**config.mk**
```make
export PLATFORM = sky130hd
export DESIGN_NAME = map_sst_seq
export DESIGN_NICKNAME = d
export VERILOG_FILES = /design/src/rtl/map_sst_seq.sv
export SDC_FILE = /design/constraint.sdc
export NUM_CORES = 1
export LEC_CHECK = 0
export CAP_MARGIN = 10
export CORE_ASPECT_RATIO = 0.75
export CORE_MARGIN = 2
export CORE_UTILIZATION = 40
export DETAILED_ROUTE_END_ITERATION = 8
export PLACE_DENSITY = 0.63
export SKIP_LAST_GASP = 1
export SYNTH_ARGS = -nofsm -noshare
export SYNTH_HDL_FRONTEND = slang
export SYNTH_SLANG_ARGS = --single-unit
```
**constraint.sdc**
```tcl
create_clock -name clk -period 2.2 [get_ports clk]
set_input_delay 0.33 -clock clk [delete_from_list [all_inputs] [get_ports clk]]
set_output_delay 0.33 -clock clk [all_outputs]
set_load 0.005 [all_outputs]
```
**src/rtl/map_sst_seq.sv**
```systemverilog
// map_sst_seq -- save-state sequencer for mapper register files on the SSTBus.
//
// Walks sst register addresses 0..REG_CNT-1 after a start request.
//   save (dir=0): sets sst_addr, waits SETTLE cycles, samples sst_di and
//                 offers the byte to the host on dat_o with a valid/ready handshake.
//   load (dir=1): takes a host byte on dat_i, drives sst_addr/sst_dato/sst_we_reg,
//                 and pulses map_m2 high for M2_HI cycles. The mapper commits the
//                 write on the falling edge of map_m2.
// Owns sst_act for the whole transfer. abort cancels a transfer at any point.
//
// Ports:
//   clk, rst_n                      clock, asynchronous active-low reset
//   start, dir, abort               transfer control (start is sampled only in IDLE)
//   busy, done, aborted             status outputs (done and aborted are 1-cycle pulses)
//   dat_o, dat_o_vld, dat_o_rdy     save stream to the host
//   dat_i, dat_i_vld, dat_i_rdy     load stream from the host
//   sst_act, sst_addr, sst_dato,
//   sst_we_reg, sst_di              mapper save-state port
//   map_m2                          m2 substitute used for load commits
module map_sst_seq #(
  parameter int unsigned REG_CNT = 64,
  parameter int unsigned SETTLE  = 2,
  parameter int unsigned M2_HI   = 2
) (
  input  logic       clk,
  input  logic       rst_n,
  input  logic       start,
  input  logic       dir,
  input  logic       abort,
  output logic       busy,
  output logic       done,
  output logic       aborted,
  output logic [7:0] dat_o,
  output logic       dat_o_vld,
  input  logic       dat_o_rdy,
  input  logic [7:0] dat_i,
  input  logic       dat_i_vld,
  output logic       dat_i_rdy,
  output logic       sst_act,
  output logic [7:0] sst_addr,
  output logic [7:0] sst_dato,
  output logic       sst_we_reg,
  input  logic [7:0] sst_di,
  output logic       map_m2
);

  typedef enum logic [2:0] {
    IDLE, RD_SET, RD_OUT, WR_GET, WR_HI, WR_LO, FIN
  } state_t;

  localparam logic [7:0] LAST_IDX    = 8'(REG_CNT - 1);
  localparam logic [3:0] SETTLE_LAST = 4'(SETTLE - 1);
  localparam logic [3:0] M2_LAST     = 4'(M2_HI - 1);

  state_t     state_q;
  logic [7:0] idx_q;
  logic [3:0] cnt_q;
  logic       busy_q, done_q, aborted_q;
  logic [7:0] dat_o_q;
  logic       dat_o_vld_q, dat_i_rdy_q;
  logic       sst_act_q, sst_we_reg_q, map_m2_q;
  logic [7:0] sst_addr_q, sst_dato_q;

  always_ff @(posedge clk or negedge rst_n) begin
    if (!rst_n) begin
      state_q      <= IDLE;
      idx_q        <= '0;
      cnt_q        <= '0;
      busy_q       <= 1'b0;
      done_q       <= 1'b0;
      aborted_q    <= 1'b0;
      dat_o_q      <= '0;
      dat_o_vld_q  <= 1'b0;
      dat_i_rdy_q  <= 1'b0;
      sst_act_q    <= 1'b0;
      sst_addr_q   <= '0;
      sst_dato_q   <= '0;
      sst_we_reg_q <= 1'b0;
      map_m2_q     <= 1'b0;
    end else begin
      done_q    <= 1'b0;
      aborted_q <= 1'b0;
      if (state_q != IDLE && abort) begin
        // Dropping map_m2 together with sst_we_reg means the mapper sees the
        // falling edge with the write enable already low, so nothing commits.
        state_q      <= IDLE;
        cnt_q        <= '0;
        busy_q       <= 1'b0;
        sst_act_q    <= 1'b0;
        sst_we_reg_q <= 1'b0;
        map_m2_q     <= 1'b0;
        dat_o_vld_q  <= 1'b0;
        dat_i_rdy_q  <= 1'b0;
        aborted_q    <= 1'b1;
      end else begin
        case (state_q)
          IDLE: begin
            if (start) begin
              idx_q     <= '0;
              cnt_q     <= '0;
              busy_q    <= 1'b1;
              sst_act_q <= 1'b1;
              if (dir) begin
                dat_i_rdy_q <= 1'b1;
                state_q     <= WR_GET;
              end else begin
                sst_addr_q <= '0;
                state_q    <= RD_SET;
              end
            end
          end
          RD_SET: begin
            if (cnt_q == SETTLE_LAST) begin
              cnt_q       <= '0;
              dat_o_q     <= sst_di;
              dat_o_vld_q <= 1'b1;
              state_q     <= RD_OUT;
            end else begin
              cnt_q <= cnt_q + 4'd1;
            end
          end
          RD_OUT: begin
            if (dat_o_rdy) begin
              dat_o_vld_q <= 1'b0;
              if (idx_q == LAST_IDX) begin
                state_q <= FIN;
              end else begin
                idx_q      <= idx_q + 8'd1;
                sst_addr_q <= idx_q + 8'd1;
                state_q    <= RD_SET;
              end
            end
          end
          WR_GET: begin
            if (dat_i_vld) begin
              sst_dato_q   <= dat_i;
              sst_addr_q   <= idx_q;
              sst_we_reg_q <= 1'b1;
              map_m2_q     <= 1'b1;
              dat_i_rdy_q  <= 1'b0;
              cnt_q        <= '0;
              state_q      <= WR_HI;
            end
          end
          WR_HI: begin
            if (cnt_q == M2_LAST) begin
              cnt_q    <= '0;
              map_m2_q <= 1'b0;
              state_q  <= WR_LO;
            end else begin
              cnt_q <= cnt_q + 4'd1;
            end
          end
          WR_LO: begin
            // sst_we_reg stayed high through the m2 fall for hold time.
            sst_we_reg_q <= 1'b0;
            if (idx_q == LAST_IDX) begin
              state_q <= FIN;
            end else begin
              idx_q       <= idx_q + 8'd1;
              dat_i_rdy_q <= 1'b1;
              state_q     <= WR_GET;
            end
          end
          FIN: begin
            sst_act_q <= 1'b0;
            busy_q    <= 1'b0;
            done_q    <= 1'b1;
            state_q   <= IDLE;
          end
          default: state_q <= IDLE;
        endcase
      end
    end
  end

  assign busy       = busy_q;
  assign done       = done_q;
  assign aborted    = aborted_q;
  assign dat_o      = dat_o_q;
  assign dat_o_vld  = dat_o_vld_q;
  assign dat_i_rdy  = dat_i_rdy_q;
  assign sst_act    = sst_act_q;
  assign sst_addr   = sst_addr_q;
  assign sst_dato   = sst_dato_q;
  assign sst_we_reg = sst_we_reg_q;
  assign map_m2     = map_m2_q;

endmodule

```
==> Word level (Yosys, flattened, before mapping) <==
Index checks and enable logic that the tools add are counted.
{ "word_totals": {"regBits": 46, "latch_bits": 0, "mem_bits_rw": 0, "rom_bits": 0, "output_inout_bits": 32, "wordCells": 106, "n_memories": 0} }
{ "classes": {"addsub": 2, "mul": 0, "div_mod_pow": 0, "order_cmp": 0, "eq_ne": 20, "shift": 0, "muxes": 47, "bitwise": 1, "reduce_logical": 23} }
{ "op_table": {"columns": ["operator", "n"], "rows": [
  ["$mux W8", 8],
  ["$pmux W8 S3", 2],
  ["$mux W3", 8],
  ["$ne A3 B3 Y1 const B", 7],
  ["$reduce_bool A3 Y1", 7],
  ["$pmux W3 S6", 1],
  ["$mux W1", 17],
  ["$mux W4", 4],
  ["$reduce_and A3 Y1", 5],
  ["$pmux W4 S3", 1],
  ["$ne A2 B2 Y1 const B", 5],
  ["$reduce_and A5 Y1", 2],
  ["$eq A3 B3 Y1 const B", 3],
  ["$add A8 B1 Y8 const B", 1],
  ["$eq A8 B6 Y1 const B", 1],
  ["$pmux W1 S2", 4],
  ["$reduce_bool A4 Y1", 2],
  ["$reduce_and A7 Y1", 1],
  ["$eq A3 B2 Y1 const B", 2],
  ["$add A4 B1 Y4 const B", 1],
  ["$eq A4 B1 Y1 const B", 1],
  ["$reduce_and A2 Y1", 2],
  ["$reduce_and A4 Y1", 1],
  ["$eq A3 B1 Y1 const B", 1],
  ["other kinds (6)", 6]
]} }

==> Logic depth before layout (Yosys ltp) <==
{ "depth": {"ltp_word": 5, "depth_mapped": 7, "ltp_nobuf": 7} }

==> Least setup slack after synthesis <==
OpenSTA, ideal clock, no wires.
{ "synth_timing": {"path_type": "reg-to-reg", "startpoint": "register idx_q[0]", "endpoint": "register dat_i_rdy_q (netlist: dat_i_rdy)", "setup_ns": 0.125, "arrival_time_ns": 1.660, "required_ns": 2.075, "path_slack_ns": 0.416, "stages_incl_launch_ff": 7, "synth_period_minus_slack_ns": 1.784, "path_cell_list": "dfrtp_1 -> ha_1 -> and3_1 -> nand2_1 -> o32ai_1 -> a41oi_1 -> mux2_2"} }
{ "synth_via": {"elab_chain_len": 3} }
{ "synth_lines": {"columns": ["element", "line_no", "rtl"], "rows": [
  ["start, declared", "56", "logic [7:0] idx_q;"],
  ["start signal, assigned", "128", "idx_q <= idx_q + 8'd1;"],
  ["start signal, assigned", "160", "idx_q <= idx_q + 8'd1;"],
  ["$eq A8 B6 Y1", "157", "if (idx_q == LAST_IDX) begin"],
  ["$ne A3 B3 Y1 (no source line)", null, null],
  ["$reduce_and A5 Y1 (no source line)", null, null],
  ["end signal, assigned", "104", "dat_i_rdy_q <= 1'b1;"],
  ["end signal, assigned", "140", "dat_i_rdy_q <= 1'b0;"],
  ["end signal, assigned", "161", "dat_i_rdy_q <= 1'b1;"],
  ["end, declared", "60", "logic dat_o_vld_q, dat_i_rdy_q;"]
]} }
No other way between the ends.
A chain may end at the register's enable or synchronous reset.

==> Final worst setup path <==
{ "layout_timing": {"startpoint": "register cnt_q[1]", "endpoint": "register dat_o_q[0] (netlist: dat_o[0])"} }
{ "layout_via": {"elab_chain_len": 2} }
{ "layout_lines": {"columns": ["element", "line_no", "rtl"], "rows": [
  ["start, declared", "57", "logic [3:0] cnt_q;"],
  ["start signal, assigned", "119", "cnt_q <= cnt_q + 4'd1;"],
  ["start signal, assigned", "151", "cnt_q <= cnt_q + 4'd1;"],
  ["$eq A4 B1 Y1", "113", "if (cnt_q == SETTLE_LAST) begin"],
  ["$reduce_and A3 Y1 (no source line)", null, null],
  ["end signal, assigned", "115", "dat_o_q <= sst_di;"],
  ["end, declared", "59", "logic [7:0] dat_o_q;"]
]} }
No other way between the ends.

==> impl_metrics.ini <==
[floorplan]
die_h_um = 72.1
io_pins = 55
core.rowCount = 24
core_um2 = 5890
dieArea_um2 = 6830
fp.dieW_um = 94.8
start_util = 0.420

[clock_tree]
ctsHoldBuffers = 0
cts_tree = built
clk-insertion-delay-late_ps = 300
path_clk_slew_ps = 90
clkSinkCount = 46
cts_buffers = 5
clockBufferDepth = 2
h-tree-depth = 2
ctsResizeCount = 0
cts-root-buf = clkbuf_8
cts_setup_buffers = 0

[timing]
report.final.setup_viol = 0
min_period_over_period = 0.910
timing.final.ws_setup_ps = 198
fin_setup_tns_ps = 0
clock_skew_ps = 9.85
rsz0062_at_grt = false
worst_pin_slew_ps = 564
fmaxAchievable_ghz = 0.500
fin_crit_ps = 2000
hold_violations = 0
whs_ps = 96.6
maxSlewViolCount = 0
slew_headroom = 0.624

[logic_synthesis]
ys_async_sr_fraction = 1.00
syn_inst = 249
synth_edf_count = 0
ys_seq_elements = 46
synth_area_um2 = 2470
synth_ff_type = dfrtp_1
synth_top_area_share = 0.466
synth.distinct_cells = 50
syn-num-nets = 275
ys_top_cells_by_area = dfrtp_1 47%, mux2_2 7.7%, o21ai_0 4.7%
synth_largest_area_cell = dfrtp_1
syn_area_per_cell_um2 = 9.92
yosysSeqAreaShare = 0.466
ys_warn_count = 0

[setup_path]
critPathSlowestCell = nand4_1
start_kind = register
cp_max_fo = 8
crit_family = simple AND/OR/NAND/NOR gates
cpPeakStageDelay_ps = 480
critPathKind = register to register
path_cells = inv_1, ha_1, nor3b_1, nand4_1, mux2_2
crit_required_ps = 2390
cp.buffers_inverters = 1
endpoint_kind = register
critPathArrivalTime_ps = 2190

[routing]
firstDrtPassIters = 4
first_iter_violations = 112
drc = 0
via_per_inst = 5.24
routedWlPerCell_um = 14.1
dr_total_vias = 2074
ant_nets = 0
drt_wl_total_um = 5580

[cells_and_area]
layout_common_cells = 53 x clkdlybuf4s50_1, 46 x dfrtp_1, 23 x o21ai_0
instances_no_fill = 396
layout.nets = 343
num_antenna_cells = 0
syn2layout_area_growth_pct = 32.3
drive_gt1_frac = 0.195
final_common_cell = clkdlybuf4s50_1

[grt]
track_usage = 0.173
grt_pass1_wl_um = 9290
grt_overflow_total = 0
grt_pass1_vias = 1938
antenna_found_initial = 0
grt_max_degree = 47

[place]
dp.cells = 388
dp_slack_ps = -20.7
io_buffers = 54
hpwl_um = 4210
routabilityCongestion = 0.871

[power_and_ir_drop]
peakVddDrop_mv = 0.503
leakage_nw = 1.37
power.density_nw_per_um2 = 1150

[worst_hold_path]
hp-class = primary input to async pin

[outcome]
outcome = complete, no violations

[flow_run]
max_cap_violations = 0
## final timing paths
check                      slack [ps]     endpoint         from  cells after the start
setup reg to reg                  200     dat_o[0]     cnt_q[1]                      5
max in group asynchronous        1710     dat_o[5]        rst_n                      2
min in group clk                  500  sst_addr[5]  sst_addr[5]                      2
hold reg to reg                   500  sst_addr[5]  sst_addr[5]                      2
setup / recovery                  200     dat_o[0]     cnt_q[1]                      5
hold / removal                    100     idx_q[5]        rst_n                      2
## synthesized netlist by cell type, types with 4 or more instances
cell      count
dfrtp_1      46
o21ai_0      23
nand2_1      21
nor2_1       19
mux2_2       17
a21oi_1      13
nand3_1      11
nand2b_1      9
o31ai_2       8
o21ai_1       7
inv_1         6
xnor2_1       6
buf_2         4
nor2b_1       4
nor3_1        4
## cells by family after synthesis
kind of cell    share of synthesized area
fa+ha+maj                          0.0152
simple gates                        0.179
mux                                0.0815
buf+inv                            0.0365
xor+xnor                           0.0284
compound gates                      0.194
flops                               0.466
## metrics by stage
step	total power, mW	utilization	area, um^2
floorplan	2.41	-	2470
global placement	3.24	0.541	3180
detailed placement	3.27	0.541	3180
CTS	3.79	0.555	3270
global route	4.06	0.555	3270
finish	3.76	0.555	3270
## where the power goes
group | total, mW | leakage, nW | switching, mW | internal, mW
clock | 0.516 | 0.0483 | 0.293 | 0.224
sequential | 1.31 | 0.601 | 0.198 | 1.11
combinational | 1.94 | 0.718 | 0.916 | 1.02
total | 3.76 | 1.37 | 1.41 | 2.36
## metal layers
metal  GRT usage  up-vias  wire length [um]
met4      0.0483        0                54
met5           0        -                 0
li1            -     1031                 -
met2       0.232       70              2160
met1       0.276      966              2940
met3      0.0384        7               421
## area by class of cell
cell class                      count  area [um^2]
Inverter                            8         32.5
Sequential cell                    46         1150
Multi-Input combinational cell    184         1230
Tap cell                           78         97.6
Clock inverter                      3         18.8
Fill cell                         560         2620
Timing Repair Buffer               72          671
Clock buffer                        5         68.8
No activity file was read; power rests on OpenSTA's default activity.
